`config.mk`:
```
export PLATFORM = sky130hd
export DESIGN_NAME = poly_ctrl
export DESIGN_NICKNAME = d
export VERILOG_FILES = /design/src/rtl/poly_ctrl.sv
export SDC_FILE = /design/constraint.sdc
export NUM_CORES = 1
export LEC_CHECK = 0
export BUFFER_PORTS_ARGS = -buffer_cell sky130_fd_sc_hd__clkbuf_2
export CAP_MARGIN = 0
export CELL_PAD_IN_SITES_DETAIL_PLACEMENT = 0
export CELL_PAD_IN_SITES_GLOBAL_PLACEMENT = 1
export CORE_MARGIN = 4
export CORE_UTILIZATION = 38
export DETAILED_ROUTE_END_ITERATION = 8
export PLACE_DENSITY_LB_ADDON = 0.1
export SYNTH_ARGS = -nofsm -noshare
export SYNTH_HDL_FRONTEND = slang
export SYNTH_SLANG_ARGS = --single-unit
```
`constraint.sdc`:
```
create_clock -name clk -period 1.7 [get_ports clk]
set_input_delay 0.34 -clock clk [delete_from_list [all_inputs] [get_ports clk]]
set_output_delay 0.34 -clock clk [all_outputs]
set_load 0.005 [all_outputs]
```
`src/rtl/poly_ctrl.sv`:
```
// poly_ctrl: sequencing and configuration controller for poly_core.
// Generates the 1.79 MHz enable from a phase accumulator and takes CPU
// writes to AUDCTL/SKCTL. It applies those writes to poly_core only on
// enable strobes, serves RANDOM reads and derives the 64 kHz / 15 kHz ticks.
module poly_ctrl #(
    parameter int ACC_W     = 16,
    parameter int PHASE_INC = 2346,
    parameter int DIV64     = 28,
    parameter int DIV15     = 114
) (
    input  logic       clk,
    input  logic       reset_n,
    input  logic       wr_en,
    input  logic [3:0] wr_addr,
    input  logic [7:0] wr_data,
    input  logic       rd_en,
    input  logic [3:0] rd_addr,
    output logic [7:0] rd_data,
    output logic       rd_valid,
    input  logic [7:0] rnd_num,
    output logic       en179,
    output logic       init_o,
    output logic       sel9bit_o,
    output logic       tick64,
    output logic       tick15,
    output logic       base_tick
);

    localparam logic [3:0]     ADDR_AUDCTL = 4'h8;
    localparam logic [3:0]     ADDR_RANDOM = 4'hA;
    localparam logic [3:0]     ADDR_SKCTL  = 4'hF;
    localparam logic [ACC_W:0] INC_EXT     = (ACC_W + 1)'(PHASE_INC);
    localparam int             DIV_MAX     = (DIV15 > DIV64) ? DIV15 : DIV64;
    localparam int             DIV_W       = $clog2(DIV_MAX);

    // ---------------- enable generation ----------------
    logic [ACC_W-1:0] acc_q, acc_d;
    logic             carry_d;
    logic             en179_q;

    assign {carry_d, acc_d} = {1'b0, acc_q} + INC_EXT;

    // Phase accumulator; the carry out becomes the one-clk enable strobe.
    always_ff @(posedge clk or negedge reset_n) begin
        if (!reset_n) begin
            acc_q   <= '0;
            en179_q <= 1'b0;
        end else begin
            acc_q   <= acc_d;
            en179_q <= carry_d;
        end
    end

    // ---------------- pending and applied configuration ----------------
    logic [1:0] sk_q, sk_d;
    logic [7:0] aud_q, aud_d;
    logic       init_q, init_d;
    logic       sel9_q, sel9_d;
    logic       a0_q, a0_d;

    // Pending registers take CPU writes. The applied copies load from the
    // next pending value on the edge that raises en179. A write sampled on
    // that same edge is applied immediately; a write issued while en179 is
    // already high waits for the following pulse.
    always_comb begin
        sk_d   = sk_q;
        aud_d  = aud_q;
        init_d = init_q;
        sel9_d = sel9_q;
        a0_d   = a0_q;
        if (wr_en) begin
            if (wr_addr == ADDR_SKCTL) begin
                sk_d = wr_data[1:0];
            end
            if (wr_addr == ADDR_AUDCTL) begin
                aud_d = wr_data;
            end
        end
        if (carry_d) begin
            init_d = (sk_d == 2'b00);
            sel9_d = aud_d[7];
            a0_d   = aud_d[0];
        end
    end

    // Configuration state; reset puts poly_core into init.
    always_ff @(posedge clk or negedge reset_n) begin
        if (!reset_n) begin
            sk_q   <= 2'b00;
            aud_q  <= 8'h00;
            init_q <= 1'b1;
            sel9_q <= 1'b0;
            a0_q   <= 1'b0;
        end else begin
            sk_q   <= sk_d;
            aud_q  <= aud_d;
            init_q <= init_d;
            sel9_q <= sel9_d;
            a0_q   <= a0_d;
        end
    end

    // The middle AUDCTL bits control the audio channels, not this block.
    logic unused_aud;
    assign unused_aud = ^aud_q[6:1];

    // ---------------- base dividers ----------------
    // Index 0 is the 64 kHz divider, index 1 the 15 kHz divider. Each
    // divider counts enable strobes only while poly_core was out of init
    // during the preceding period. So the strobe that releases init does
    // not count.
    generate
        for (genvar gi = 0; gi < 2; gi++) begin : g_div
            localparam int DIV = (gi == 0) ? DIV64 : DIV15;
            logic [DIV_W-1:0] cnt_q, cnt_d;
            logic             tick_q, tick_d;

            // Next count and tick: a wrap on the last count of the period.
            always_comb begin
                cnt_d  = cnt_q;
                tick_d = 1'b0;
                if (init_q) begin
                    cnt_d = '0;
                end else if (carry_d) begin
                    if (cnt_q == DIV_W'(DIV - 1)) begin
                        cnt_d  = '0;
                        tick_d = 1'b1;
                    end else begin
                        cnt_d = cnt_q + 1'b1;
                    end
                end
            end

            // Divider state; the tick is high only alongside en179.
            always_ff @(posedge clk or negedge reset_n) begin
                if (!reset_n) begin
                    cnt_q  <= '0;
                    tick_q <= 1'b0;
                end else begin
                    cnt_q  <= cnt_d;
                    tick_q <= tick_d;
                end
            end
        end
    endgenerate

    // ---------------- register reads ----------------
    logic [7:0] rd_data_q, rd_data_d;
    logic       rd_valid_q;

    // RANDOM returns all ones while poly_core is held in init. Other
    // addresses read as zero. The data holds until the next read.
    always_comb begin
        rd_data_d = rd_data_q;
        if (rd_en) begin
            if (rd_addr == ADDR_RANDOM) begin
                rd_data_d = init_q ? 8'hFF : rnd_num;
            end else begin
                rd_data_d = 8'h00;
            end
        end
    end

    // Read response register: one clk of latency.
    always_ff @(posedge clk or negedge reset_n) begin
        if (!reset_n) begin
            rd_data_q  <= 8'h00;
            rd_valid_q <= 1'b0;
        end else begin
            rd_data_q  <= rd_data_d;
            rd_valid_q <= rd_en;
        end
    end

    assign en179     = en179_q;
    assign init_o    = init_q;
    assign sel9bit_o = sel9_q;
    assign tick64    = g_div[0].tick_q;
    assign tick15    = g_div[1].tick_q;
    assign base_tick = a0_q ? g_div[1].tick_q : g_div[0].tick_q;
    assign rd_data   = rd_data_q;
    assign rd_valid  = rd_valid_q;

endmodule
```
==> results of run 1 <==
per-layer routing:
layer / share of wire / global-route usage / wire (um) / vias to the layer above
li1: - / - / - / 918
met1: 0.50 / 0.2063 / 2427 / 882
met2: 0.43 / 0.2186 / 2101 / 55
met3: 0.057 / 0.03650 / 278 / 10
met4: 0.015 / 0.04892 / 71 / 0
met5: 0 / 0 / 0 / -
repair_timing:
action | CTS | global route
resized for setup | 0 | 3
hold buffers | 1 | 0
endpoints found under the hold margin | 13 | 0
endpoints found under the setup margin | 0 | 4
worst max-delay path, cell delays in order (launching register included):
cell and delay (ns):
dfrtp_1 0.40, ha_1 0.26, and3_1 0.21, nand3_1 0.10, nor3_1 0.16, mux2_2 0.36
per-stage QoR:
step	power [mW]	worst slack [ns]	instances
after floorplan	1.360	0.1126	219
after global placement	1.490	0.03052	343
after detailed placement	1.491	0.009545	343
after CTS	2.224	0.07724	352
after global routing	2.314	0.004773	352
final	2.183	0.1033	352
area by class of cell:
type | instances | area [sq um] | area share
Tap cell | 75 | 93.84 | 0.03301
Timing Repair Buffer | 58 | 370.4 | 0.1303
Multi-Input combinational cell | 149 | 1022 | 0.3596
Inverter | 14 | 55.05 | 0.01937
Sequential cell | 48 | 1204 | 0.4234
Clock inverter | 2 | 15.01 | 0.005282
Clock buffer | 6 | 82.58 | 0.02905
state kept, by name, summed over array words and instances, names as in the netlist:
name,cells
en179,1
aud_q,2
tick15,1
acc_q,15
init_o,1
tick64,1
rd_valid,1
sk_q,2
g_div.cnt_q,14
sel9bit_o,1
a0_q,1
rd_data,8
worst paths after layout:
path | startpoint | to | slack [ns] | depth (start not counted)
hold / removal | rnd_num[6] | rd_data[6] | 0.28 | 3
min in group asynchronous | reset_n | en179 | 0.52 | 2
max in group asynchronous | reset_n | rd_data[4] | 0.73 | 3
hold reg to reg | acc_q[1] | acc_q[1] | 0.49 | 1
setup reg to reg | g_div[0].cnt_q[1] | g_div[0].cnt_q[6] | 0.10 | 5
setup / recovery | g_div[0].cnt_q[1] | g_div[0].cnt_q[6] | 0.10 | 5
cell usage in the layout, fill, tap and decap left out, types with 4 or more instances in the layout:
cell type  instances
dfrtp_1           46
clkbuf_2          37
nor2_1            18
buf_4             18
nand3_1           14
inv_1             13
nand2_1           10
xnor2_1            9
o21ai_0            8
o22ai_1            8
mux2_2             6
nor3_1             6
clkbuf_8           6
and3_1             5
nand4_1            5
a21oi_1            5
o211ai_1           4
a31oi_1            4
ha_1               4
logic make-up after synthesis:
logic type,count (synthesis)
and+or+nand+nor,73
AOI/OAI and AO/OA,51
DFF,48
buffers and inverters,22
xor gates and xnor gates,12
muxes,9
adders and majority gates,4
where the power goes:
group	switching, mW	internal (mW)
Combinational	0.123	0.108
Clock	0.390	0.330
Sequential	0.0407	1.19
==> results.py, run 1 <==
metrics = {
    "yosys": {
        "post_synth_most_frequent_cells": "47 x dfrtp_1, 18 x nor2_1, 14 x nand3_1",
        "syn-cell-area_sq_um": 2306,
        "yosys.cell_types.count": 52,
        "synth_top_family_by_area": "simple AND/OR/NAND/NOR gates",
        "synth-edff-count": 0,
        "syn-instance-count": 219,
        "avgSynthCellArea_sq_um": 10.53,
        "synthesis.nets": 251,
        "yosys_register_bits": 48,
        "leading_cell_type_by_number_of_instances_after_synthesis": "dfrtp_1",
        "warnings_synthesis": 0,
        "synth.top_cell.area_share": 0.5100,
        "synthAdderAreaFrac": 0.02170,
        "postSynth.asyncResetShare": 1.000,
        "synth_ff_type": "dfrtp_1",
        "synthXorXnorAreaFrac": 0.04558,
        "synth.area.top_cells": "dfrtp_1 51%, xnor2_1 3.4%, nand3_1 3.0%, nor2_1 2.9%, mux2_2 2.9%",
        "post-synth-top-area-cell": "dfrtp_1",
        "seq_area_frac_synth": 0.5214,
        "synth-compound-area-share": 0.1628,
        "synth-simple-area-share": 0.1666,
        "yosys-mux-area-fraction": 0.04341,
    },
    "routing": {
        "vias": 1865,
        "average_wire_per_cell_in_the_routed_design_um": 13.86,
        "drt_iter0_markers": 63,
        "route.detailed.drc": 0,
        "route.antenna.remaining_nets": 0,
        "detail_route.wirelength_um": 4878,
        "detail_route.first_pass.iterations": 4,
        "route.detailed.vias_per_inst": 5.298,
    },
    "worst_setup_path": {
        "worstSetupPathType": "reg2reg",
        "critPathLaunchType": "flip-flop",
        "cp_data_arrival_time_ns": 1.79,
        "cp-end-kind": "flip-flop",
        "worst-path-max-fanout": 5,
        "worstPathRequired_ns": 1.89,
    },
    "timing": {
        "worst_hold_slack_ns": 0.2770,
        "number_of_pins_with_negative_max_slew_slack_in_the_final_report": 0,
        "achievable-frequency_ghz": 0.6263,
        "unrepaired_setup_endpoints_after_global_routing": "false",
        "period_minus_slack_ns": 1.597,
        "final_min_period_over_clock_period": 0.9392,
        "timing.max_slew.rel_slack": 0.6918,
        "worst-slew-pin-transition_ns": 0.4623,
        "timing.clock.skew_ns": 0.004480,
        "setup_viol": 0,
        "final.setup.tns_ns": 0,
        "final_hold_viol_count": 0,
    },
    "clock_tree": {
        "clock_insertion_delay_worst_skew_ns": 0.30,
        "tritoncts.num_buffers": 5,
        "cts_tree": "done",
        "cts_max_path_buffers": 2,
        "post_cts_clock_slew_at_the_launch_and_capture_registers_of_the_worst_setup_and_hold_paths_ns": 0.09,
        "clock_tree.root_cell": "clkbuf_8",
        "post_cts_buffers": 0,
        "clock_tree.htree_level_count": 2,
        "tritoncts_num_sinks": 48,
    },
    "global_routing": {
        "grt_pass1_wl_um": 8687,
        "grt_antenna_before_repair": 0,
        "first_global_vias": 1871,
        "groute.usage.overall": 0.1460,
        "grt_start_max_net_pins": 19,
        "grt.overflow.total": 0,
    },
    "run_status": {
        "outcome": "finished clean",
    },
    "layout": {
        "num_antenna_cells": 0,
        "drive_above_1_share": 0.2996,
        "final_core_utilization": 0.4801,
        "nFillCells": 581,
        "syn2layout_area_growth_pct": 23.28,
        "final_net_count": 308,
        "final_cell_area_sq_um": 2843,
    },
    "place": {
        "dpl_cell_area_sq_um": 2726,
        "routability_driven_placement_congestion_ratio": 0.7897,
        "detailed_place_hpwl_um": 3657,
        "io_buffers": 37,
    },
    "power": {
        "vdd.ir_drop.worst_v": 0.0003075,
        "p_leak_nw": 1.332,
        "power.density_cell_area_nw_per_um2": 767.8,
    },
    "die": {
        "core_region_area_sq_um": 5921,
        "die_width_um": 85.90,
        "ios": 43,
        "rows": 28,
        "dieArea_sq_um": 7379,
        "floorplan.die.height_um": 85.90,
        "start_util": 0.3895,
    },
    "worst_hold_path": {
        "worst_hold_path_type": "in2reg",
    },
    "flow_run": {
        "maxCapViolations": 0,
    },
}
Power figures use the tool's default switching activity.
==> run 2: changes to the inputs <==
- CORE_UTILIZATION: 38 -> 42
- PLACE_DENSITY: default -> 0.86
- PLACE_DENSITY_LB_ADDON: 0.1 -> default
- clock period: 1.7 -> 1.53 ns (I/O delays scaled with it)
==> results.py, run 2 (synthesized netlist as in run 1, its figures left out) <==
metrics = {
    "worst_setup_path": {
        "critical_path.max_stage_delay_ns": 0.48,
        "worst-path-max-fanout": 6,
        "critPathLaunchType": "flip-flop",
        "timing.critical_path.cells": "a211oi_4 -> buf_6 -> o21a_4 -> or4_4 -> a21oi_2",
        "worstPathRequired_ns": 1.77,
        "critPathSlowestCell": "or4_4",
        "cp-end-kind": "flip-flop",
        "worstSetupPathType": "reg2reg",
        "cp_data_arrival_time_ns": 1.77,
    },
    "timing": {
        "period_minus_slack_ns": 1.531,
        "number_of_pins_with_negative_max_slew_slack_in_the_final_report": 0,
        "unrepaired_setup_endpoints_after_global_routing": "true",
        "final.setup.tns_ns": -0.001121,
        "setup_viol": 1,
        "worst_hold_slack_ns": 0.2422,
        "timing.clock.skew_ns": 0.006961,
        "achievable-frequency_ghz": 0.6531,
        "timing.max_slew.rel_slack": 0.6937,
        "timing.final.ws_setup_ns": -0.001121,
        "final_min_period_over_clock_period": 1.001,
        "worst-slew-pin-transition_ns": 0.4595,
        "final_hold_viol_count": 0,
    },
    "clock_tree": {
        "clock_tree.root_cell": "clkbuf_8",
        "tritoncts_num_sinks": 48,
        "cts_max_path_buffers": 2,
        "clock_tree.htree_level_count": 2,
        "post_cts_clock_slew_at_the_launch_and_capture_registers_of_the_worst_setup_and_hold_paths_ns": 0.09,
        "cts_tree": "done",
        "clock_insertion_delay_worst_skew_ns": 0.30,
        "tritoncts.num_buffers": 5,
    },
    "die": {
        "floorplan.die.height_um": 82.10,
        "rows": 26,
        "core_region_area_sq_um": 5205,
        "start_util": 0.4430,
        "die_width_um": 82.10,
        "ios": 43,
        "dieArea_sq_um": 6740,
    },
    "global_routing": {
        "first_global_vias": 1995,
        "grt.overflow.total": 0,
        "groute.usage.overall": 0.1673,
        "grt_antenna_before_repair": 0,
        "grt_pass1_wl_um": 8866,
        "grt_start_max_net_pins": 26,
    },
    "routing": {
        "average_wire_per_cell_in_the_routed_design_um": 14.10,
        "detail_route.first_pass.iterations": 4,
        "drt_iter0_markers": 112,
        "route.detailed.vias_per_inst": 5.302,
        "vias": 1946,
        "route.antenna.remaining_nets": 0,
        "detail_route.wirelength_um": 5175,
        "route.detailed.drc": 0,
    },
    "layout": {
        "final_common_cell": "dfrtp_1",
        "final-instance-count-excl-fill": 367,
        "register_containing_the_most_flip_flops_in_the_final_layout": "acc_q",
        "drive_above_1_share": 0.4040,
        "final_net_count": 328,
        "nFillCells": 468,
        "layout_common_cells": "42 x dfrtp_1, 37 x clkbuf_2, 37 x buf_4",
        "num_antenna_cells": 0,
        "final_core_utilization": 0.5940,
        "largest_register_ff_count": 15,
        "final_cell_area_sq_um": 3092,
        "syn2layout_area_growth_pct": 34.08,
    },
    "place": {
        "dpl_cell_area_sq_um": 2851,
        "placedCellCount": 354,
        "detailed_place_hpwl_um": 3724,
        "placement.setup.worst_slack_ns": -0.06503,
        "io_buffers": 37,
        "routability_driven_placement_congestion_ratio": 0.8160,
    },
    "power": {
        "p_leak_nw": 1.425,
        "vdd.ir_drop.worst_v": 0.0004528,
        "power.density_cell_area_nw_per_um2": 780.5,
        "design_power_total_mw": 2.413,
    },
    "run_status": {
        "failed_checks": "negative setup slack",
        "outcome": "complete, but fails checks",
    },
    "worst_hold_path": {
        "worst_hold_path_type": "in2reg",
    },
    "flow_run": {
        "maxCapViolations": 0,
    },
}
-- run 2: final timing paths --
kind / to / cells past startpoint / start / slack [ns]
min in group asynchronous: g_div[1].cnt_q[6] / 2 / reset_n / 0.48
worst max register to register: g_div[1].cnt_q[1] / 5 / acc_q[2] / -0.001
worst max-delay path: g_div[1].cnt_q[1] / 5 / acc_q[2] / -0.001
max in group asynchronous: acc_q[1] / 3 / reset_n / 0.55
worst min-delay path: rd_data[1] / 3 / rnd_num[1] / 0.24
worst min register to register: aud_q[0] / 1 / aud_q[0] / 0.50
-- run 2: final cells by class --
cell class              instances  area (sq um)  area share
clock buffers                   7         86.33     0.02792
flip-flops and latches         48          1209      0.3909
well taps                      70         87.58     0.02833
multi-input cells             149          1129      0.3650
repair buffers                 78         515.5      0.1667
clock inverters                 1         7.507    0.002428
inverters                      14         57.56     0.01862
-- run 2: metal layers --
| metal | global-route usage | vias to the layer above | wire (um) |
|---|---|---|---|
| met5 | 0 | - | 0 |
| met4 | 0.03488 | 0 | 27 |
| met3 | 0.04013 | 5 | 309 |
| met2 | 0.2795 | 66 | 2448 |
| met1 | 0.2219 | 919 | 2389 |
| li1 | - | 956 | - |
-- run 2: power by group --
part	internal (mW)	leakage, nW	total (mW)	switching [mW]
Combinational	0.122	0.753	0.264	0.142
Sequential	1.32	0.627	1.36	0.0419
Clock	0.368	0.0445	0.784	0.417
-- run 2: what timing repair did --
action	CTS	global route
resized for setup	4	22
buffers inserted	1	3
setup endpoints to repair	11	18
hold buffers	1	0
pin swaps	2	12
endpoints found under the hold margin	14	0
-- run 2: critical path, delay by kind of cell, from the launching register on --
| family | cells | cell delay [ns] |
|---|---|---|
| compound gates | 3 | 0.41 |
| buf+inv | 1 | 0.14 |
| simple gates | 1 | 0.48 |
| flops | 1 | 0.43 |
==> run 3: changes to the inputs <==
--- a/constraint.sdc
+++ b/constraint.sdc
@@ -3,2 +3,2 @@
 set_output_delay 0.306 -clock clk [all_outputs]
-set_load 0.005 [all_outputs]
+set_load 0.1 [all_outputs]
==> results.py, run 3 (synthesized netlist as in run 1, its figures left out) <==
metrics = {
    "worst_setup_path": {
        "worstPathRequired_ns": 1.76,
        "cp_data_arrival_time_ns": 1.74,
        "timing.critical_path.cells": "and3_4 -> nand3_4 -> or4_4 -> a21oi_2",
        "worstSetupPathType": "reg2reg",
        "critPathLaunchType": "flip-flop",
        "cp-end-kind": "flip-flop",
        "critical_path.max_stage_delay_ns": 0.55,
        "critPathSlowestCell": "or4_4",
        "worst-path-max-fanout": 10,
    },
    "clock_tree": {
        "tritoncts.num_buffers": 5,
        "post_cts_clock_slew_at_the_launch_and_capture_registers_of_the_worst_setup_and_hold_paths_ns": 0.09,
        "cts_tree": "done",
        "clock_tree.htree_level_count": 2,
        "cts_max_path_buffers": 2,
        "clock_tree.root_cell": "clkbuf_8",
        "clock_insertion_delay_worst_skew_ns": 0.30,
        "tritoncts_num_sinks": 48,
    },
    "die": {
        "rows": 26,
        "floorplan.die.height_um": 82.10,
        "core_region_area_sq_um": 5205,
        "die_width_um": 82.10,
        "dieArea_sq_um": 6740,
        "start_util": 0.4430,
        "ios": 43,
    },
    "timing": {
        "number_of_pins_with_negative_max_slew_slack_in_the_final_report": 0,
        "final_min_period_over_clock_period": 0.9867,
        "worst_hold_slack_ns": 0.2389,
        "unrepaired_setup_endpoints_after_global_routing": "true",
        "period_minus_slack_ns": 1.510,
        "timing.max_slew.rel_slack": 0.6363,
        "achievable-frequency_ghz": 0.6624,
        "final_hold_viol_count": 0,
        "timing.clock.skew_ns": 0.003946,
        "worst-slew-pin-transition_ns": 0.5478,
        "setup_viol": 0,
        "final.setup.tns_ns": 0,
    },
    "routing": {
        "vias": 1952,
        "detail_route.wirelength_um": 5210,
        "route.detailed.drc": 0,
        "route.detailed.vias_per_inst": 5.333,
        "average_wire_per_cell_in_the_routed_design_um": 14.23,
        "drt_iter0_markers": 118,
        "detail_route.first_pass.iterations": 4,
        "route.antenna.remaining_nets": 0,
    },
    "global_routing": {
        "use_met2": 0.2771,
        "grt_pass1_wl_um": 8528,
        "global_route.usage.met3": 0.03905,
        "grt_antenna_before_repair": 0,
        "use_met1": 0.2134,
        "grt.overflow.total": 0,
        "first_global_vias": 1862,
        "globalRoute.busiestLayer": "met2",
        "grt_start_max_net_pins": 49,
        "groute.usage.overall": 0.1652,
    },
    "layout": {
        "register_containing_the_most_flip_flops_in_the_final_layout": "acc_q",
        "syn2layout_area_growth_pct": 35.21,
        "final_common_cell": "dfrtp_1",
        "largest_register_ff_count": 15,
        "layout_common_cells": "44 x dfrtp_1, 35 x clkbuf_2, 35 x buf_4",
        "final_net_count": 327,
        "num_antenna_cells": 0,
        "drive_above_1_share": 0.3851,
        "final-instance-count-excl-fill": 366,
    },
    "place": {
        "placedCellCount": 346,
        "detailed_place_hpwl_um": 3423,
        "routability_driven_placement_congestion_ratio": 0.8175,
        "io_buffers": 37,
    },
    "run_status": {
        "outcome": "finished clean",
    },
    "power": {
        "vdd.ir_drop.worst_v": 0.0004204,
        "p_leak_nw": 1.438,
        "power.density_cell_area_nw_per_um2": 850.3,
    },
    "worst_hold_path": {
        "worst_hold_path_type": "in2reg",
    },
    "flow_run": {
        "maxCapViolations": 0,
    },
}
## run 3: final timing paths
check	startpoint	end	slack (ns)	depth (start not counted)
max in group asynchronous	reset_n	init_o	0.74	3
worst min register to register	sel9bit_o	sel9bit_o	0.50	1
min in group asynchronous	reset_n	aud_q[0]	0.52	3
worst max register to register	acc_q[12]	g_div[1].cnt_q[1]	0.02	4
worst max-delay path	acc_q[12]	g_div[1].cnt_q[1]	0.02	4
worst min-delay path	rnd_num[5]	rd_data[5]	0.24	3
## run 3: timing repair
| item | in CTS | in global routing |
|---|---|---|
| gates resized for setup | 5 | 18 |
| hold buffers | 1 | 0 |
| buffers inserted | 4 | 7 |
| hold endpoints to repair | 47 | 0 |
| cloned | 0 | 0 |
| pin swaps | 5 | 8 |
| setup endpoints to repair | 8 | 15 |
## run 3: power by group
| group | total [mW] | internal (mW) | switching, mW |
|---|---|---|---|
| clock network | 0.823 | 0.413 | 0.410 |
| registers | 1.35 | 1.33 | 0.0262 |
| logic | 0.475 | 0.148 | 0.327 |
| total | 2.65 | 1.89 | 0.763 |
## run 3: metal layers
| layer | wire, um | part of all wire |
|---|---|---|
| met2 | 2571 | 0.49 |
| met3 | 209 | 0.040 |
| met4 | 51 | 0.0098 |
| met1 | 2377 | 0.46 |
| met5 | 0 | 0 |
## run 3: critical path, delay by kind of cell (launching register included)
family	cells	cell delay, ns
AOI/OAI and AO/OA	1	0.13
DFF	1	0.36
and+or+nand+nor	3	0.95
## run 3: cell type report
cell class	count	area, sq um
fillers	445	2087
flip-flops and latches	48	1210
multi-input cells	149	1119
repair buffers	77	541.8
clock buffers	8	100.1
well taps	70	87.58
inverters	14	60.06
## run 3: per-stage QoR
stage / setup slack, ns / power (mW) / cell area [sq um] / utilization
detailed placement: -0.06330 / 1.817 / 2833 / 0.5442
floorplan: -0.01464 / 1.701 / 2367 / -
global route: -0.1160 / 2.769 / 3118 / 0.5990
CTS: -0.001150 / 2.672 / 2999 / 0.5762
finish: 0.02033 / 2.651 / 3118 / 0.5990
global placement: -0.02883 / 1.809 / 2833 / 0.5442
